File: config.mk
export PLATFORM = sky130hd
export DESIGN_NAME = mem_axi_bridge
export DESIGN_NICKNAME = d
export VERILOG_FILES = /design/src/rtl/mem_axi_bridge.sv
export SDC_FILE = /design/constraint.sdc
export NUM_CORES = 1
export LEC_CHECK = 0
export CELL_PAD_IN_SITES_DETAIL_PLACEMENT = 1
export CELL_PAD_IN_SITES_GLOBAL_PLACEMENT = 1
export CORE_AREA = 2 2 133 135
export CTS_BUF_LIST = sky130_fd_sc_hd__clkbuf_8
export CTS_CLUSTER_SIZE = 28
export DETAILED_ROUTE_END_ITERATION = 16
export DIE_AREA = 0 0 135 137
export GPL_ROUTABILITY_DRIVEN = 0
export GPL_TIMING_DRIVEN = 0
export PLACE_DENSITY_LB_ADDON = 0.1
export SYNTH_ARGS = -nofsm -noshare
export SYNTH_HDL_FRONTEND = slang
export SYNTH_SLANG_ARGS = --single-unit
File: constraint.sdc
create_clock -name clk -period 2.87 [get_ports clk]
set_clock_uncertainty 0.1 [all_clocks]
set_input_delay 0.574 -clock clk [delete_from_list [all_inputs] [get_ports clk]]
set_output_delay 0.574 -clock clk [all_outputs]
set_load 0.01 [all_outputs]
File: src/rtl/mem_axi_bridge.sv
// mem_axi_bridge
//   Converts the MMU's single-outstanding physical memory request into one
//   AXI4-Lite master transaction. A read runs AR then R. A write runs AW and W
//   in parallel, then B. Completion is a one-cycle response_enable pulse. The
//   pulse carries resp_data, which is zero for writes and for errors, and
//   resp_error. Both fields hold until the next response.
//
//   Optional feature: define MEM_BRIDGE_TIMEOUT_EN to add a bus-timeout
//   watchdog. It is controlled by the TIMEOUT_CYCLES parameter. When it fires,
//   the bridge forces an error response. It then drains the outstanding
//   handshakes in a RECOVER state before it accepts new work.
//
// Ports
//   clk, rst               clock, synchronous active-high reset
//   request_enable         request strobe, sampled only while idle
//   req_mode               0 = read, 1 = write
//   req_addr/wdata/wstrb   request payload, latched on acceptance
//   response_enable        one-cycle completion pulse
//   resp_data, resp_error  completion payload
//   m_axi_*                AXI4-Lite master (AR, R, AW, W, B channels)
module mem_axi_bridge #(
  parameter int unsigned TIMEOUT_CYCLES = 1024
) (
  input  logic        clk,
  input  logic        rst,
  input  logic        request_enable,
  input  logic        req_mode,
  input  logic [31:0] req_addr,
  input  logic [31:0] req_wdata,
  input  logic [3:0]  req_wstrb,
  output logic        response_enable,
  output logic [31:0] resp_data,
  output logic        resp_error,
  output logic [31:0] m_axi_araddr,
  output logic        m_axi_arvalid,
  input  logic        m_axi_arready,
  output logic [2:0]  m_axi_arprot,
  input  logic [31:0] m_axi_rdata,
  input  logic [1:0]  m_axi_rresp,
  input  logic        m_axi_rvalid,
  output logic        m_axi_rready,
  output logic [31:0] m_axi_awaddr,
  output logic        m_axi_awvalid,
  input  logic        m_axi_awready,
  output logic [2:0]  m_axi_awprot,
  output logic [31:0] m_axi_wdata,
  output logic [3:0]  m_axi_wstrb,
  output logic        m_axi_wvalid,
  input  logic        m_axi_wready,
  input  logic [1:0]  m_axi_bresp,
  input  logic        m_axi_bvalid,
  output logic        m_axi_bready
);

  typedef enum logic [2:0] {
    S_IDLE, S_RD_ADDR, S_RD_DATA, S_WR_REQ, S_WR_RESP, S_DONE
`ifdef MEM_BRIDGE_TIMEOUT_EN
    , S_RECOVER
`endif
  } state_e;

  state_e      state_q;
  logic        response_enable_q, resp_error_q;
  logic [31:0] resp_data_q, araddr_q, awaddr_q, wdata_q;
  logic [3:0]  wstrb_q;
  logic        arvalid_q, rready_q, awvalid_q, wvalid_q, bready_q;

  // Handshakes that complete at the coming edge.
  logic ar_hs, r_hs, aw_hs, w_hs, b_hs;
  // A write address or data beat that is still pending after the coming edge.
  logic aw_left, w_left;
  assign ar_hs   = arvalid_q & m_axi_arready;
  assign r_hs    = rready_q  & m_axi_rvalid;
  assign aw_hs   = awvalid_q & m_axi_awready;
  assign w_hs    = wvalid_q  & m_axi_wready;
  assign b_hs    = bready_q  & m_axi_bvalid;
  assign aw_left = awvalid_q & ~m_axi_awready;
  assign w_left  = wvalid_q  & ~m_axi_wready;

`ifdef MEM_BRIDGE_TIMEOUT_EN
  // The counter is 0 in the first cycle after acceptance. Firing at
  // TIMEOUT_CYCLES-2 places the forced response TIMEOUT_CYCLES cycles after
  // the request cycle.
  localparam logic [15:0] TO_LAST = 16'(TIMEOUT_CYCLES - 2);
  logic [15:0] cnt_q;
  logic        ar_left, r_left, b_left, busy, finishing;
  assign ar_left   = arvalid_q & ~m_axi_arready;
  // R becomes owed the moment AR completes.
  assign r_left    = (rready_q & ~m_axi_rvalid) | ar_hs;
  // B becomes owed once the last of AW/W completes.
  assign b_left    = (bready_q & ~m_axi_bvalid) |
                     ((awvalid_q | wvalid_q) & ~aw_left & ~w_left);
  assign busy      = (state_q == S_RD_ADDR) || (state_q == S_RD_DATA) ||
                     (state_q == S_WR_REQ)  || (state_q == S_WR_RESP);
  assign finishing = ((state_q == S_RD_DATA) && r_hs) ||
                     ((state_q == S_WR_RESP) && b_hs);
`endif

  // NOTE: sequential state uses non-blocking assignments only. Every register
  // then sees pre-edge values, and a later assignment to the same register in
  // this block overrides an earlier one.
  always_ff @(posedge clk) begin
    if (rst) begin
      state_q           <= S_IDLE;
      response_enable_q <= 1'b0;
      resp_error_q      <= 1'b0;
      resp_data_q       <= '0;
      araddr_q          <= '0;
      awaddr_q          <= '0;
      wdata_q           <= '0;
      wstrb_q           <= '0;
      arvalid_q         <= 1'b0;
      rready_q          <= 1'b0;
      awvalid_q         <= 1'b0;
      wvalid_q          <= 1'b0;
      bready_q          <= 1'b0;
`ifdef MEM_BRIDGE_TIMEOUT_EN
      cnt_q             <= '0;
`endif
    end else begin
      case (state_q)
        S_IDLE: begin
          if (request_enable) begin
            if (req_mode) begin
              awaddr_q  <= req_addr;
              wdata_q   <= req_wdata;
              wstrb_q   <= req_wstrb;
              awvalid_q <= 1'b1;
              wvalid_q  <= 1'b1;
              state_q   <= S_WR_REQ;
            end else begin
              araddr_q  <= req_addr;
              arvalid_q <= 1'b1;
              state_q   <= S_RD_ADDR;
            end
          end
        end
        S_RD_ADDR: begin
          if (ar_hs) begin
            arvalid_q <= 1'b0;
            rready_q  <= 1'b1;
            state_q   <= S_RD_DATA;
          end
        end
        S_RD_DATA: begin
          if (r_hs) begin
            rready_q          <= 1'b0;
            resp_error_q      <= |m_axi_rresp;
            resp_data_q       <= (|m_axi_rresp) ? '0 : m_axi_rdata;
            response_enable_q <= 1'b1;
            state_q           <= S_DONE;
          end
        end
        S_WR_REQ: begin
          if (aw_hs) awvalid_q <= 1'b0;
          if (w_hs)  wvalid_q  <= 1'b0;
          if (!aw_left && !w_left) begin
            bready_q <= 1'b1;
            state_q  <= S_WR_RESP;
          end
        end
        S_WR_RESP: begin
          if (b_hs) begin
            bready_q          <= 1'b0;
            resp_error_q      <= |m_axi_bresp;
            resp_data_q       <= '0;
            response_enable_q <= 1'b1;
            state_q           <= S_DONE;
          end
        end
        S_DONE: begin
          response_enable_q <= 1'b0;
          state_q           <= S_IDLE;
        end
`ifdef MEM_BRIDGE_TIMEOUT_EN
        S_RECOVER: begin
          // Finish the abandoned transaction on the bus and discard its result.
          response_enable_q <= 1'b0;
          if (ar_hs) begin
            arvalid_q <= 1'b0;
            rready_q  <= 1'b1;
          end
          if (r_hs)  rready_q  <= 1'b0;
          if (aw_hs) awvalid_q <= 1'b0;
          if (w_hs)  wvalid_q  <= 1'b0;
          if ((awvalid_q | wvalid_q) && !aw_left && !w_left) bready_q <= 1'b1;
          if (b_hs)  bready_q  <= 1'b0;
          if (!ar_left && !r_left && !aw_left && !w_left && !b_left)
            state_q <= S_IDLE;
        end
`endif
        default: state_q <= S_IDLE;
      endcase

`ifdef MEM_BRIDGE_TIMEOUT_EN
      if (state_q == S_IDLE) begin
        if (request_enable) cnt_q <= '0;
      end else begin
        cnt_q <= cnt_q + 16'd1;
      end
      // Timeout overrides the state branch above. A completion on the same
      // edge still wins. Channel signals keep the values the branch gave them,
      // so RECOVER sees exactly what remains outstanding.
      if (busy && !finishing && (cnt_q == TO_LAST)) begin
        response_enable_q <= 1'b1;
        resp_error_q      <= 1'b1;
        resp_data_q       <= '0;
        state_q           <= S_RECOVER;
      end
`endif
    end
  end

  assign response_enable = response_enable_q;
  assign resp_data       = resp_data_q;
  assign resp_error      = resp_error_q;
  assign m_axi_araddr    = araddr_q;
  assign m_axi_arvalid   = arvalid_q;
  assign m_axi_arprot    = 3'b000;
  assign m_axi_rready    = rready_q;
  assign m_axi_awaddr    = awaddr_q;
  assign m_axi_awvalid   = awvalid_q;
  assign m_axi_awprot    = 3'b000;
  assign m_axi_wdata     = wdata_q;
  assign m_axi_wstrb     = wstrb_q;
  assign m_axi_wvalid    = wvalid_q;
  assign m_axi_bready    = bready_q;

endmodule
# == After elaboration in Yosys (flattened, before gate mapping) ==
# Index checks and enable logic that the tools add are counted.
# word_totals
ff_bits,142
output_inout_bits,145
word_cells,92
inputBits,113
# classes
n_mux,33
reduce_logical,22
n_bitwise,10
eq_ne,14
# ops
op,n
two-way mux 32 bit,3
one-hot mux 32 bit (2 select lines),1
inequality test 2 bit (second input constant),9
AND reduction 3 bit,6
two-way mux 1 bit,15
two-way mux 3 bit,5
one-hot mux 3 bit (5 select lines),1
one-hot mux 1 bit (2 select lines),6
AND reduction 4 bit,3
nonzero test 2 bit,5
AND 1 bit,7
== test 3 x 2 -> 1 bit (second input constant),2
== test 3 bit (second input constant),2
AND reduction 5 bit,1
OR reduction 2 bit,2
== test 3 x 1 -> 1 bit (second input constant),1
logical NOT 3 bit,1
inverter 1 bit,3
one-hot mux 1 bit (3 select lines),1
nonzero test 3 bit,1
logical NOT 1 bit,2
two-way mux 2 bit,1
logical AND 1 bit,1

# == Logic depth before layout (Yosys ltp) ==
# Gate-level depths: netlist of the first run.
# depth
word_depth,6
depth_mapped,7
ltp_nobuf,4

# == Worst setup path before layout of the first run ==
# No wires, ideal clock.
# synth_timing
path_type,input-to-reg
from,input port rst
to,"register awaddr_q[10], in the netlist m_axi_awaddr[10]"
n_path_buf,3
setup_time_ps,132
slack_ps,1272
stages,4
required_time_ps,2638
arrival_time_ps,1365
cell_sequence,clkbuf_1 clkbuf_1 clkbuf_1 a21oi_1
# synth_lines
item,line,text
start: declaration,25,"input logic rst,"
end signal: assignment,125,awaddr_q <= req_addr;
end: declaration,64,"logic [31:0] resp_data_q, araddr_q, awaddr_q, wdata_q;"
# No word-level cell between the ends.

# == Worst setup path in the final report of the first run ==
# layout_timing
from,"register bready_q, in the netlist m_axi_bready"
to,output port m_axi_bready
# layout_lines
item,line,text
start: declaration,66,"logic arvalid_q, rready_q, awvalid_q, wvalid_q, bready_q;"
start signal: assignment,116,bready_q <= 1'b0;
start signal: assignment,158,bready_q <= 1'b1;
start signal: assignment,164,bready_q <= 1'b0;
end: declaration,52,output logic m_axi_bready
# No word-level cell between the ends.

==> flow_metrics.tcl, run 1 <==
set metrics [dict create \
    synth.area.top_cells "dfxtp_1, nand2_1, a21oi_1" \
    io_buffer_count 250 \
    ios 258 \
    grt_pass1_wl_mm 28.8 \
    grt_max_degree 17 \
    die_width_um 135 \
    area_growth_pct 61.5 \
    nets 1037 \
    cts_buffers 17 \
    synthXorXnorAreaFrac 0 \
    r2r-start "state_q[1]" \
    nFillCells 2051 \
    cts_setup_buffers 0 \
    maxCapViolCount 0 \
    hold_viol_final 0 \
    yosysSeqAreaShare 0.543 \
    cts.sinks 142 \
    min_path_cells 2 \
    place_inst 1130 \
    postRouteWirelength_mm 18.8 \
    root_buffer "clkbuf_8" \
    max_freq_mhz 463 \
    final_cells 1160 \
    setup_viol 0 \
    peakVddDrop_v 0.000255 \
    multi_input_area_mm2 0.00210 \
    place_ws_ns 0.441 \
    status "completed" \
    fin_ws_ns 0.709 \
    period_needed_ns 2.16 \
    end_kind "primary output" \
    power_density_mw_per_mm2 644 \
    yosysWarnings 0 \
    yosys.area_share.simple 0.241 \
    rows 48 \
    ys_types 37 \
    timing.critical_path.max_delay_family "buffers and inverters" \
    syn-instance-count 650 \
    yosys.area.top_type "dfxtp_1" \
    min_path_type "flip-flop to flip-flop" \
    drtIter0Drc 142 \
    timing.rr.end "m_axi_awaddr[20]" \
    max-clock-path-buffers 2 \
    hold_end "m_axi_awaddr[22]" \
    vias_per_cell 4.67 \
    initial_utilization 0.307 \
    synth_top_family_by_area "simple AND/OR/NAND/NOR gates" \
    holdBufCountCts 0 \
    cts_tree "yes" \
    syn-cell-area_mm2 0.00524 \
    reg2reg_slack_ns 1.05 \
    layout-drive-gt1-share 0.0759 \
    synth_most_common_cell "nand2_1" \
    final_max_slew_viol_count 0 \
    synth_edf_count 0 \
    slowest_delay_ns 0.61 \
    num_vias 5419 \
    grt_overflow_total 0 \
    synthAdderAreaFrac 0 \
    drt_first_pass_iters 4 \
    grt_pass1_vias 5656 \
    synth_top_area_share 0.543 \
    rsz0062_at_grt "no" \
    antenna_found_initial 0 \
    synth-compound-area-share 0.154 \
    crit_fanout 5 \
    die-area_mm2 0.0185 \
    slew_headroom 0.519 \
    critPathLaunchType "flip-flop" \
    ys.flop_type "dfxtp_1" \
    path_clk_slew_ns 0.08 \
    ff_latch_area_mm2 0.00284 \
    final_core_util 0.496 \
    cp.arrival_ns 1.49 \
    ys_ff_latch 142 \
    ant_nets 0 \
    h-tree-depth 4 \
    ff2ff_path_depth 7 \
    diodes 0 \
    die_h_um 137 \
    hold_start "m_axi_awaddr[22]" \
    crit_required_ns 2.20 \
    cp_cell_sequence "clkdlybuf4s50_1" \
    synth_common_cells "nand2_1, dfxtp_1, a21oi_1" \
    drc 0 \
    cts-resized-gates 0 \
    placed_cell_area_mm2 0.00804 \
    grt_usage 0.201 \
    crit_type "flip-flop to primary output" \
    synth_mux_area_frac 0.00191 \
    hold-worst-slack_ns 0.353 \
    leakagePower_nw 2.98 \
    period_share 0.753 \
    core_area_mm2 0.0171 \
    fin_total_pwr_mw 5.44 \
    ys_async_sr_fraction 0 \
    crit_buf_inv 1 \
    worstMarginPinSlew_ns 0.722 \
    final_area_mm2 0.00846 \
    wl_per_cell_um 16.2 \
    dp_hpwl_mm 14.6 \
    finalSetupTns_ns 0 \
    slowest_stage "clkdlybuf4s50_1" \
    clk_latency_ns 0.44 \
    avgSynthCellArea_um2 8.05 \
]
==> final cells by class <==
type | instances | area share
buffer | 59 | 0.0351
clock inverter | 12 | 0.0201
tap | 225 | 0.0333
multi-input combinational | 451 | 0.249
clock buffer | 18 | 0.0293
sequential | 142 | 0.336
inverter | 3 | 0.00133
timing repair buffer | 250 | 0.296
==> worst max path at each step <==
stage / startpoint / slack (ns) / to / depth (start not counted)
3_5_place_dp: req_mode / 0.44 / m_axi_araddr[10] / 6
6_report: m_axi_bready / 0.71 / m_axi_bready / 1
4_1_cts: m_axi_bready / 0.66 / m_axi_bready / 1
3_3_place_gp: request_enable / 0.49 / m_axi_awaddr[16] / 6
2_1_floorplan: rst / 1.27 / m_axi_awaddr[10] / 4
5_1_grt: m_axi_bready / 0.61 / m_axi_bready / 1
==> state kept, by name, summed over array words and instances (netlist names), 3 cells and up <==
| signal | count |
|---|---|
| m_axi_araddr | 32 |
| m_axi_awaddr | 32 |
| m_axi_wdata | 32 |
| m_axi_wstrb | 4 |
| resp_data | 32 |
| state_q | 3 |
==> logic make-up after synthesis <==
logic type,after synthesis
compound gates,152
buf+inv,62
flops,142
mux,1
other cells,1
simple gates,292
==> where the power goes <==
group | switching (mW) | leakage, nW | total [mW] | internal [mW]
clock network | 0.768 | 0.208 | 1.72 | 0.954
registers | 0.105 | 1.15 | 2.28 | 2.17
logic | 0.744 | 1.62 | 1.45 | 0.701
total | 1.62 | 2.98 | 5.44 | 3.83
==> per-layer routing <==
metal	GRT usage	vias to the layer above	part of all wire
met5	0	-	0
met4	0.0579	0	0.012
met3	0.0704	18	0.075
met2	0.362	165	0.52
met1	0.224	2560	0.40
li1	-	2676	-
==> layout by cell type, fill, tap and decap left out, types with 5 or more instances in the layout <==
cell type | netlist | final
clkbuf_1 | 25 | 25
clkdlybuf4s50_1 | 0 | 250
nor2_1 | 5 | 5
conb_1 | 1 | 6
nand3_1 | 33 | 33
buf_4 | 8 | 8
o21ai_0 | 5 | 5
a21oi_1 | 135 | 135
clkbuf_8 | 0 | 18
dfxtp_1 | 142 | 142
buf_2 | 23 | 23
nand2_1 | 239 | 239
(Power assumes the default switching activity.)
==> inputs of run 2 (changes only) <==
--- a/config.mk
+++ b/config.mk
@@ -7,11 +7,11 @@
 export LEC_CHECK = 0
 export CELL_PAD_IN_SITES_DETAIL_PLACEMENT = 1
 export CELL_PAD_IN_SITES_GLOBAL_PLACEMENT = 1
-export CORE_AREA = 2 2 133 135
+export CORE_AREA = 2 2 145 147
 export CTS_BUF_LIST = sky130_fd_sc_hd__clkbuf_8
 export CTS_CLUSTER_SIZE = 28
 export DETAILED_ROUTE_END_ITERATION = 16
-export DIE_AREA = 0 0 135 137
+export DIE_AREA = 0 0 147 149
 export GPL_ROUTABILITY_DRIVEN = 0
 export GPL_TIMING_DRIVEN = 0
 export PLACE_DENSITY_LB_ADDON = 0.1
==> constraint.sdc (replaced) <==
create_clock -name clk -period 1.9 [get_ports clk]
set_clock_uncertainty 0.1 [all_clocks]
set_input_delay 0.38 -clock clk [delete_from_list [all_inputs] [get_ports clk]]
set_output_delay 0.38 -clock clk [all_outputs]
set_load 0.01 [all_outputs]
==> flow_metrics.tcl, run 2 (synthesis results as in run 1) <==
set metrics [dict create \
    status "completed" \
    clk_latency_ns 0.44 \
    hold_viol_final 0 \
    min_path_type "primary input to flip-flop" \
    slowest_stage "clkdlybuf4s50_1" \
    max-clock-path-buffers 2 \
    slowest_delay_ns 0.58 \
    die-area_mm2 0.0219 \
    core_area_mm2 0.0206 \
    wl_per_cell_um 16.5 \
    final_common_cell "nand2_1" \
    ios 258 \
    ff2ff_path_depth 6 \
    crit_fanout 2 \
    ff_latch_area_mm2 0.00285 \
    multi_input_area_mm2 0.00211 \
    cts.sinks 142 \
    root_buffer "clkbuf_8" \
    grt_max_degree 17 \
    period_share 0.971 \
    reg2reg_slack_ns 0.15 \
    max_freq_mhz 542 \
    drc 0 \
    cp_cell_sequence "clkdlybuf4s50_1" \
    cts_buffers 17 \
    ant_nets 0 \
    area_growth_pct 64.2 \
    path_clk_slew_ns 0.08 \
    peakVddDrop_v 0.000427 \
    diodes 0 \
    drt_first_pass_iters 4 \
    final_area_mm2 0.00860 \
    postRouteWirelength_mm 20.1 \
    setup_viol 0 \
    cts_tree "yes" \
    cp.arrival_ns 1.36 \
    worstMarginPinSlew_ns 0.658 \
    h-tree-depth 4 \
    crit_type "flip-flop to primary output" \
    min_path_cells 3 \
    end_kind "primary output" \
    final_max_slew_viol_count 0 \
    r2r-start "state_q[2]" \
    crit_required_ns 1.42 \
    placed_cell_area_mm2 0.00810 \
    finalSetupTns_ns 0 \
    timing.rr.end "resp_data[15]" \
    layout_common_cells "nand2_1, clkdlybuf4s50_1, dfxtp_1" \
    leakagePower_nw 3.58 \
    critPathLaunchType "flip-flop" \
    drtIter0Drc 151 \
    antenna_found_initial 0 \
    crit_cells 1 \
    nets 1039 \
    place_ws_ns -0.397 \
    initial_utilization 0.255 \
    layout-drive-gt1-share 0.0852 \
    grt_overflow_total 0 \
    crit_buf_inv 1 \
    slew_headroom 0.561 \
    rsz0062_at_grt "no" \
    crit_start "m_axi_araddr[20]" \
    vias_per_cell 4.48 \
    die_h_um 149 \
    crit_end "m_axi_araddr[20]" \
    num_vias 5437 \
    grt_pass1_wl_mm 30.6 \
    timing.critical_path.max_delay_family "buffers and inverters" \
    io_buffer_count 250 \
    period_needed_ns 1.84 \
    grt_pass1_vias 5711 \
    die_width_um 147 \
    final_core_util 0.418 \
    maxCapViolCount 0 \
    grt_usage 0.180 \
    power_density_mw_per_mm2 937 \
    rows 53 \
    nFillCells 2460 \
    dp_hpwl_mm 15.6 \
    fin_ws_ns 0.0559 \
]
-- run 2: layout make-up --
type,instances,area share
flip-flops and latches,142,0.331
repair buffers,252,0.301
multi-input cells,451,0.246
well taps,275,0.0400
plain buffers,59,0.0349
clock buffers,18,0.0288
clock inverters,14,0.0169
inverters,3,0.00131
-- run 2: stage by stage --
step / power, mW / hold slack [ns] / instances
after floorplan: 4.54 / 0.376 / 655
after global placement: 5.67 / 0.339 / 1180
after detailed placement: 5.73 / 0.348 / 1180
after CTS: 8.18 / 0.281 / 1212
after global routing: 8.51 / 0.326 / 1214
final: 8.06 / 0.300 / 1214
-- run 2: where the power goes --
part	switching (mW)	leakage, nW	internal [mW]	total, mW
Combinational	1.13	2.23	1.05	2.18
Sequential	0.163	1.15	3.28	3.45
Clock	1.23	0.190	1.20	2.43
Total	2.53	3.58	5.53	8.06
-- run 2: how the worst min path moves through the flow --
stage                         start               to  slack, ns
global placement      resp_data[26]    resp_data[26]       0.34
global route                    rst       state_q[2]       0.33
CTS                             rst       state_q[0]       0.28
finish                          rst       state_q[0]       0.30
detailed placement  m_axi_araddr[9]  m_axi_araddr[9]       0.35
floorplan                resp_error       resp_error       0.38
-- run 2: repair_timing --
action / CTS / global route
setup buffers: 0 / 2
setup endpoints to repair: 6 / 91
resized for setup: 8 / 39
hold buffers: 0 / 0
-- run 2: layer usage --
metal | up-vias | routed length, um | global-route usage
met1 | 2565 | 8140 | 0.202
met5 | - | 0 | 0
met2 | 176 | 9940 | 0.318
met3 | 12 | 1790 | 0.0795
met4 | 0 | 185 | 0.0418
li1 | 2684 | - | -
